$ cat config.mk
export PLATFORM = sky130hd
export DESIGN_NAME = tx_port_arbiter
export DESIGN_NICKNAME = d
export VERILOG_FILES = /design/src/rtl/tx_port_arbiter.sv
export SDC_FILE = /design/constraint.sdc
export NUM_CORES = 1
export LEC_CHECK = 0
export CORE_ASPECT_RATIO = 0.9
export CORE_MARGIN = 2
export CORE_UTILIZATION = 55
export DETAILED_ROUTE_END_ITERATION = 8
export DONT_BUFFER_PORTS = 1
export GPL_TIMING_DRIVEN = 0
export PLACE_DENSITY = 0.81
export SLEW_MARGIN = 20
export SYNTH_ARGS = -nofsm -noshare
export SYNTH_HDL_FRONTEND = slang
export SYNTH_SLANG_ARGS = --single-unit
$ cat constraint.sdc
create_clock -name clk -period 9.64 [get_ports clk]
set_input_delay 1.446 -clock clk [delete_from_list [all_inputs] [get_ports clk]]
set_output_delay 1.446 -clock clk [all_outputs]
set_load 0.02 [all_outputs]
$ cat src/rtl/tx_port_arbiter.sv
// tx_port_arbiter: per-requester character FIFOs feeding one framed 7-bit
// output channel. Whole messages are granted round-robin and framed as
// 0x00 (start), one character per cycle, 0x7F (end of message / idle).
module tx_port_arbiter #(
  parameter int NUM_REQ    = 2,
  parameter int FIFO_DEPTH = 8
) (
  input  logic                   clk,
  input  logic                   reset,
  input  logic [NUM_REQ-1:0]     wr_valid,
  input  logic [7*NUM_REQ-1:0]   wr_char,
  input  logic [NUM_REQ-1:0]     wr_last,
  output logic [NUM_REQ-1:0]     wr_ready,
  output logic [6:0]             tx,
  output logic                   busy,
  output logic [1:0]             grant_id
);

  localparam int AW = $clog2(FIFO_DEPTH);
  localparam int CW = AW + 1;
  localparam logic [CW-1:0] FULL_CNT   = CW'(FIFO_DEPTH);
  localparam logic [CW-1:0] ALMOST_CNT = CW'(FIFO_DEPTH - 1);
  localparam logic [2:0]    NR         = 3'(NUM_REQ);

  typedef enum logic [1:0] {
    ST_IDLE  = 2'd0,
    ST_START = 2'd1,
    ST_DATA  = 2'd2
  } state_t;

  // The framing codes cannot appear as payload, so they are replaced by '?'.
  function automatic logic [6:0] sanitize_char(input logic [6:0] c);
    logic [6:0] r;
    if (c == 7'h00 || c == 7'h7F) r = 7'h3F;
    else                          r = c;
    return r;
  endfunction

  // (base + step) mod NUM_REQ; callers keep base < NUM_REQ and step < NUM_REQ.
  function automatic logic [1:0] wrap_add(input logic [1:0] base, input logic [2:0] step);
    logic [2:0] s;
    s = {1'b0, base} + step;
    if (s >= NR) s = s - NR;
    else         s = s;
    return s[1:0];
  endfunction

  // FIFO storage: entry = {last, char}
  logic [7:0]    mem_r     [NUM_REQ][FIFO_DEPTH];
  logic [AW-1:0] wptr_r    [NUM_REQ];
  logic [AW-1:0] rptr_r    [NUM_REQ];
  logic [CW-1:0] cnt_r     [NUM_REQ];
  logic [CW-1:0] msg_cnt_r [NUM_REQ];
  logic [7:0]    wr_entry_s[NUM_REQ];

  logic [NUM_REQ-1:0] ready_s;
  logic [NUM_REQ-1:0] push_s;
  logic [NUM_REQ-1:0] pop_s;
  logic [NUM_REQ-1:0] inc_s;
  logic [NUM_REQ-1:0] dec_s;
  logic [NUM_REQ-1:0] has_msg_s;

  // Transmit-side state
  state_t     state_r, state_nxt_s;
  logic [6:0] tx_r, tx_nxt_s;
  logic       busy_r, busy_nxt_s;
  logic [1:0] grant_r, grant_nxt_s;
  logic [1:0] rr_ptr_r, rr_ptr_nxt_s;
  logic       last_pop_r, last_pop_nxt_s;
  logic       pop_any_s;
  logic [7:0] head_s;
  logic [1:0] pick_s;
  logic       found_s;

  // A pop happens on the START edge and on every DATA edge until the last char.
  assign pop_any_s = (state_r == ST_START) || ((state_r == ST_DATA) && !last_pop_r);

  // Write acceptance, entry formatting and per-FIFO push/pop/message events.
  always_comb begin
    for (int i = 0; i < NUM_REQ; i++) begin
      ready_s[i]    = (cnt_r[i] != FULL_CNT) && !reset;
      push_s[i]     = wr_valid[i] && ready_s[i];
      pop_s[i]      = pop_any_s && (grant_r == 2'(i));
      // A write that fills the FIFO closes the chunk so it can always drain.
      wr_entry_s[i] = {wr_last[i] || ((cnt_r[i] == ALMOST_CNT) && !pop_s[i]),
                       sanitize_char(wr_char[7*i +: 7])};
      inc_s[i]      = push_s[i] && wr_entry_s[i][7];
      dec_s[i]      = pop_s[i] && mem_r[i][rptr_r[i]][7];
    end
  end

  // A requester is eligible once it holds at least one complete message.
  always_comb begin
    for (int i = 0; i < NUM_REQ; i++) begin
      has_msg_s[i] = (msg_cnt_r[i] != {CW{1'b0}});
    end
  end

  // Head entry of the currently granted FIFO.
  always_comb begin
    head_s = 8'h00;
    for (int i = 0; i < NUM_REQ; i++) begin
      head_s = (grant_r == 2'(i)) ? mem_r[i][rptr_r[i]] : head_s;
    end
  end

  // Round-robin search: first eligible requester at or after the pointer.
  always_comb begin
    pick_s  = rr_ptr_r;
    found_s = 1'b0;
    for (int k = 0; k < NUM_REQ; k++) begin
      for (int j = 0; j < NUM_REQ; j++) begin
        if (!found_s && has_msg_s[j] && (wrap_add(rr_ptr_r, 3'(k)) == 2'(j))) begin
          found_s = 1'b1;
          pick_s  = 2'(j);
        end else begin
          found_s = found_s;
        end
      end
    end
  end

  // Framing FSM: next state and next registered outputs.
  always_comb begin
    state_nxt_s    = state_r;
    tx_nxt_s       = tx_r;
    busy_nxt_s     = busy_r;
    grant_nxt_s    = grant_r;
    rr_ptr_nxt_s   = rr_ptr_r;
    last_pop_nxt_s = last_pop_r;
    case (state_r)
      ST_IDLE: begin
        if (found_s) begin
          state_nxt_s = ST_START;
          grant_nxt_s = pick_s;
          busy_nxt_s  = 1'b1;
          tx_nxt_s    = 7'h00;
        end else begin
          tx_nxt_s    = 7'h7F;
          busy_nxt_s  = 1'b0;
        end
      end
      ST_START: begin
        state_nxt_s    = ST_DATA;
        tx_nxt_s       = head_s[6:0];
        last_pop_nxt_s = head_s[7];
      end
      ST_DATA: begin
        if (!last_pop_r) begin
          tx_nxt_s       = head_s[6:0];
          last_pop_nxt_s = head_s[7];
        end else begin
          tx_nxt_s     = 7'h7F;
          busy_nxt_s   = 1'b0;
          rr_ptr_nxt_s = wrap_add(grant_r, 3'd1);
          state_nxt_s  = ST_IDLE;
        end
      end
      default: begin
        state_nxt_s = ST_IDLE;
        tx_nxt_s    = 7'h7F;
        busy_nxt_s  = 1'b0;
      end
    endcase
  end

  // Framing FSM and output registers.
  always_ff @(posedge clk) begin
    if (reset) begin
      state_r    <= ST_IDLE;
      tx_r       <= 7'h7F;
      busy_r     <= 1'b0;
      grant_r    <= 2'd0;
      rr_ptr_r   <= 2'd0;
      last_pop_r <= 1'b0;
    end else begin
      state_r    <= state_nxt_s;
      tx_r       <= tx_nxt_s;
      busy_r     <= busy_nxt_s;
      grant_r    <= grant_nxt_s;
      rr_ptr_r   <= rr_ptr_nxt_s;
      last_pop_r <= last_pop_nxt_s;
    end
  end

  // FIFO pointers, occupancy and complete-message counters.
  always_ff @(posedge clk) begin
    if (reset) begin
      for (int i = 0; i < NUM_REQ; i++) begin
        wptr_r[i]    <= {AW{1'b0}};
        rptr_r[i]    <= {AW{1'b0}};
        cnt_r[i]     <= {CW{1'b0}};
        msg_cnt_r[i] <= {CW{1'b0}};
      end
    end else begin
      for (int i = 0; i < NUM_REQ; i++) begin
        if (push_s[i]) wptr_r[i] <= wptr_r[i] + AW'(1'b1);
        if (pop_s[i])  rptr_r[i] <= rptr_r[i] + AW'(1'b1);
        case ({push_s[i], pop_s[i]})
          2'b10:   cnt_r[i] <= cnt_r[i] + CW'(1'b1);
          2'b01:   cnt_r[i] <= cnt_r[i] - CW'(1'b1);
          default: cnt_r[i] <= cnt_r[i];
        endcase
        case ({inc_s[i], dec_s[i]})
          2'b10:   msg_cnt_r[i] <= msg_cnt_r[i] + CW'(1'b1);
          2'b01:   msg_cnt_r[i] <= msg_cnt_r[i] - CW'(1'b1);
          default: msg_cnt_r[i] <= msg_cnt_r[i];
        endcase
      end
    end
  end

  // FIFO storage write port; contents need no reset because pointers gate reads.
  always_ff @(posedge clk) begin
    for (int i = 0; i < NUM_REQ; i++) begin
      if (push_s[i]) mem_r[i][wptr_r[i]] <= wr_entry_s[i];
    end
  end

  assign wr_ready = ready_s;
  assign tx       = tx_r;
  assign busy     = busy_r;
  assign grant_id = grant_r;

endmodule

==> summary.txt <==
Run status
  • Status: completed

GRT
  • Largest net degree at the start of global routing: 17
  • First-pass GRT wire length: approximately 24 mm
  • Total grt overflow: 0
  • Vias in the first global route: about 4600
  • Overall Global Routing Usage: between 20% and 30%
  • Initial antenna violation count: 0

Floorplanning
  • Die area: 0.0150 sq mm
  • Io pins: 32
  • Initial Util: 55.8%
  • Chip width: 129 um
  • Die Ht: between 100 and 150 um
  • FP Rows: 41
  • Core area: 0.0139 sq mm

Critical path
  • Worst r2r path cells: 12
  • FF-to-FF Start: state_r[0]
  • FF-to-FF End: msg_cnt_r[1][2]
  • Worst Path Required: 9.92 ns
  • CP dominant cell by count: a31oi_1
  • FF-to-FF setup slack: 5.94 ns
  • Critical Path AT: 4.07 ns
  • Crit path capture type: flop
  • Slowest CP cell: a31oi_1
  • Setup crit start kind: input pin
  • CP Class: input pin to flop
  • Setup crit start: reset
  • Crit-path cells: buf_2 -> a31oi_1 -> nand2_1 -> inv_2 -> and2_1 -> ha_1 -> o21bai_1 -> nand4_1 -> or2_2 -> a31oi_1
  • Crit path to: msg_cnt_r[1][3]
  • Worst-path fanout max: 9
  • Slowest stage delay, CP: 0.50 ns

Power and ir drop
  • Combinational share of power: slightly below 20%
  • Sequential power share: 46.7%
  • Switching share of power: between 20 and 30%
  • Leakage: 3.02 nW
  • PD cells: 237 mW/mm^2
  • Internal power: between 1 and 1.5 mW
  • Psw: ~0.59 mW
  • Tot Pwr: 2.04 mW
  • Peak supply drop: 158 uV
  • Clock group share of total power: between 30% and 40%

Cells and area
  • Nets@finish: 638
  • Share of cells above drive strength 1: 12.8%
  • Fin cells: 775
  • Area grow syn2layout: 11.2%
  • Diode count: 0
  • Design Area, Final: 0.00859 sq mm

Timing
  • Period minus WS final: between 3 and 4 ns
  • Endpoints failing hold: 0
  • Setup TNS: 0 ns
  • Fmax: 0.264 GHz
  • Worst slew pin tran: between 0.9 and 1 ns
  • Slew Viols, Final: 0
  • RSZ-0062 raised after global routing: no
  • Clock Skew: 0.00721 ns
  • Final setup viols: 0
  • Fin crit share: 39.2%
  • Max-slew headroom: 38.2%

Clock network
  • Register clock-pin slew on the reported worst setup and hold paths: 0.06 ns
  • Clk root buf: clkbuf_16
  • TritonCTS clock tree: built
  • CTS resizes: 0
  • CTS max path bufs: 2
  • Hold_buf cts: 0
  • # Post-CTS Setup Buffers: 0
  • CTS Sinks: between 150 and 200
  • Num CTS Buffers: 17
  • H-Tree Depth: 4
  • Worst skew pair latency: 0.44 ns

Synthesis
  • Synth unique cells: 65
  • Primary FF master, synth: edfxtp_1
  • Post-synthesis sequential area ratio: 64.5%
  • Synth Cell Area: 0.00773 sq mm
  • Leading area contributor after synthesis: edfxtp_1
  • Top post-synthesis cells by area: edfxtp_1 (61%), mux2i_1 (5.2%), ha_1 (4.0%), dfxtp_1 (3.9%), nor2b_1 (2.3%)
  • Top-count cell post-synth: edfxtp_1
  • Synth top area share: 60.6%
  • Synth cell count leaders: edfxtp_1 (156), nor2_1 (45), mux2i_1 (40)
  • Yosys warning total: 0
  • Number of synthesized flops with an enable pin: 156
  • Syn Nets: 617
  • FF+latch count, synth: ~170
  • Syn Inst Count: 570
  • FFs w/ async S/R, synth: 0%
  • Mean Syn Cell Area: around 14 sq um

Route
  • Via/cell ratio: around 6
  • DRC viols: 0
  • Final WL: between 15 and 20 mm
  • WL/cell: between 15 and 20 um
  • DRT Pass-1 Iters: 5
  • Vias: 4683
  • Antenna Nets Post-Route: 0
  • Initial DRC Count: 447

Place
  • DPL Wire Length: 10.6 mm
  • GP Congestion: roughly 0.8
  • PortBufs: 0
  • Post-place instance area: 0.00800 sq mm
  • Placed cell count: around 740

Job
  • Max cap viols: 0

Hold path
  • HP Class: flop to flop
[cell usage in the layout, fill, tap and decap left out, drive strengths merged, types with 2 or more instances in the layout]
cell	netlist	final
a21o	2	2
dfxtp	15	15
buf	16	18
xnor2	9	9
and2	7	7
nand2b	16	16
or4	2	2
or2	7	7
mux2i	40	40
clkinv	0	8
nor4	14	14
o21ai	12	12
inv	26	26
o211ai	2	2
xor2	2	2
nor3	12	12
o41ai	2	2
nand4	3	3
nor2b	29	29
nand2	26	26
a211oi	15	15
clkbuf	5	25
a21oi	26	26
bufinv	0	3
a2111oi	8	8
mux4	2	2
nor2	46	46
a31oi	10	10
a22o	8	8
ha	25	25
edfxtp	156	156
a22oi	7	7
fa	2	2
[worst min-delay path by stage]
stage / start / endpoint / slack [ns] / cells past startpoint
after CTS: rr_ptr_r[1] / rr_ptr_r[1] / 0.48 / 2
after detailed placement: rr_ptr_r[1] / rr_ptr_r[1] / 0.47 / 2
after floorplan: rr_ptr_r[1] / rr_ptr_r[1] / 0.44 / 2
after global routing: rr_ptr_r[1] / rr_ptr_r[1] / 0.51 / 2
after global placement: rr_ptr_r[1] / rr_ptr_r[1] / 0.45 / 2
final: rr_ptr_r[1] / rr_ptr_r[1] / 0.48 / 2
[sequential cells by signal, summed over array words and instances, names as in the netlist]
| signal | flops |
|---|---|
| wptr_r | 6 |
| rr_ptr_r | 2 |
| grant_id | 2 |
| state_r | 2 |
| tx | 7 |
| busy | 1 |
| mem_r | 128 |
| last_pop_r | 1 |
| cnt_r | 8 |
| rptr_r | 6 |
| msg_cnt_r | 8 |
[layout make-up]
cell class / instances / area [sq um]
Fill cell: 1017 / 5260
Buffer: 21 / 101
Clock inverter: 11 / 148
Sequential cell: 171 / 4980
Inverter: 26 / 97.6
Timing Repair Buffer: 2 / 10.0
Tap cell: 172 / 215
Multi-Input combinational cell: 352 / 2600
Clock buffer: 20 / 437
[stage by stage]
step           utilization (%)  worst slack, ns  hold WS (ns)
2_1_floorplan                -             5.89         0.442
3_3_place_gp              57.4             5.51         0.450
3_5_place_dp              57.8             5.42         0.472
4_1_cts                   62.0             5.87         0.480
5_1_grt                   62.0             5.59         0.507
6_report                  62.0             5.86         0.477
[cell families after synthesis]
group / count (synthesis) / synth area share, %
buf+inv: 47 / 2.57
mux: 42 / 5.76
fa+ha+maj: 27 / 4.57
flops: 171 / 64.5
compound gates: 102 / 9.63
simple gates: 170 / 11.7
xor+xnor: 11 / 1.25
[power by group through the flow]
stage	logic, mW	clock network, mW	registers (mW)
3_3_place_gp	0.377	0	0.962
6_report	0.405	0.683	0.952
4_1_cts	0.405	0.687	0.952
3_5_place_dp	0.400	0	0.967
5_1_grt	0.447	0.716	0.961
2_1_floorplan	0.304	0	0.952
[routing by layer]
metal	vias to the layer above	global-route usage [%]	share of wire [%]
met5	-	0	0
met4	0	7.32	1.6
met3	26	6.00	6.7
met2	159	36.3	50
met1	2302	26.9	42
li1	2196	-	-
[worst max-delay path: cells and delay by family]
family / cells / cell delay, ns
AO/OA/AOI/OAI: 3 / 1.01
AND/OR/NAND/NOR: 4 / 1.01
buffers and inverters: 2 / 0.36
adder cells (fa/ha/maj): 1 / 0.24
Power figures use the tool's default switching activity.
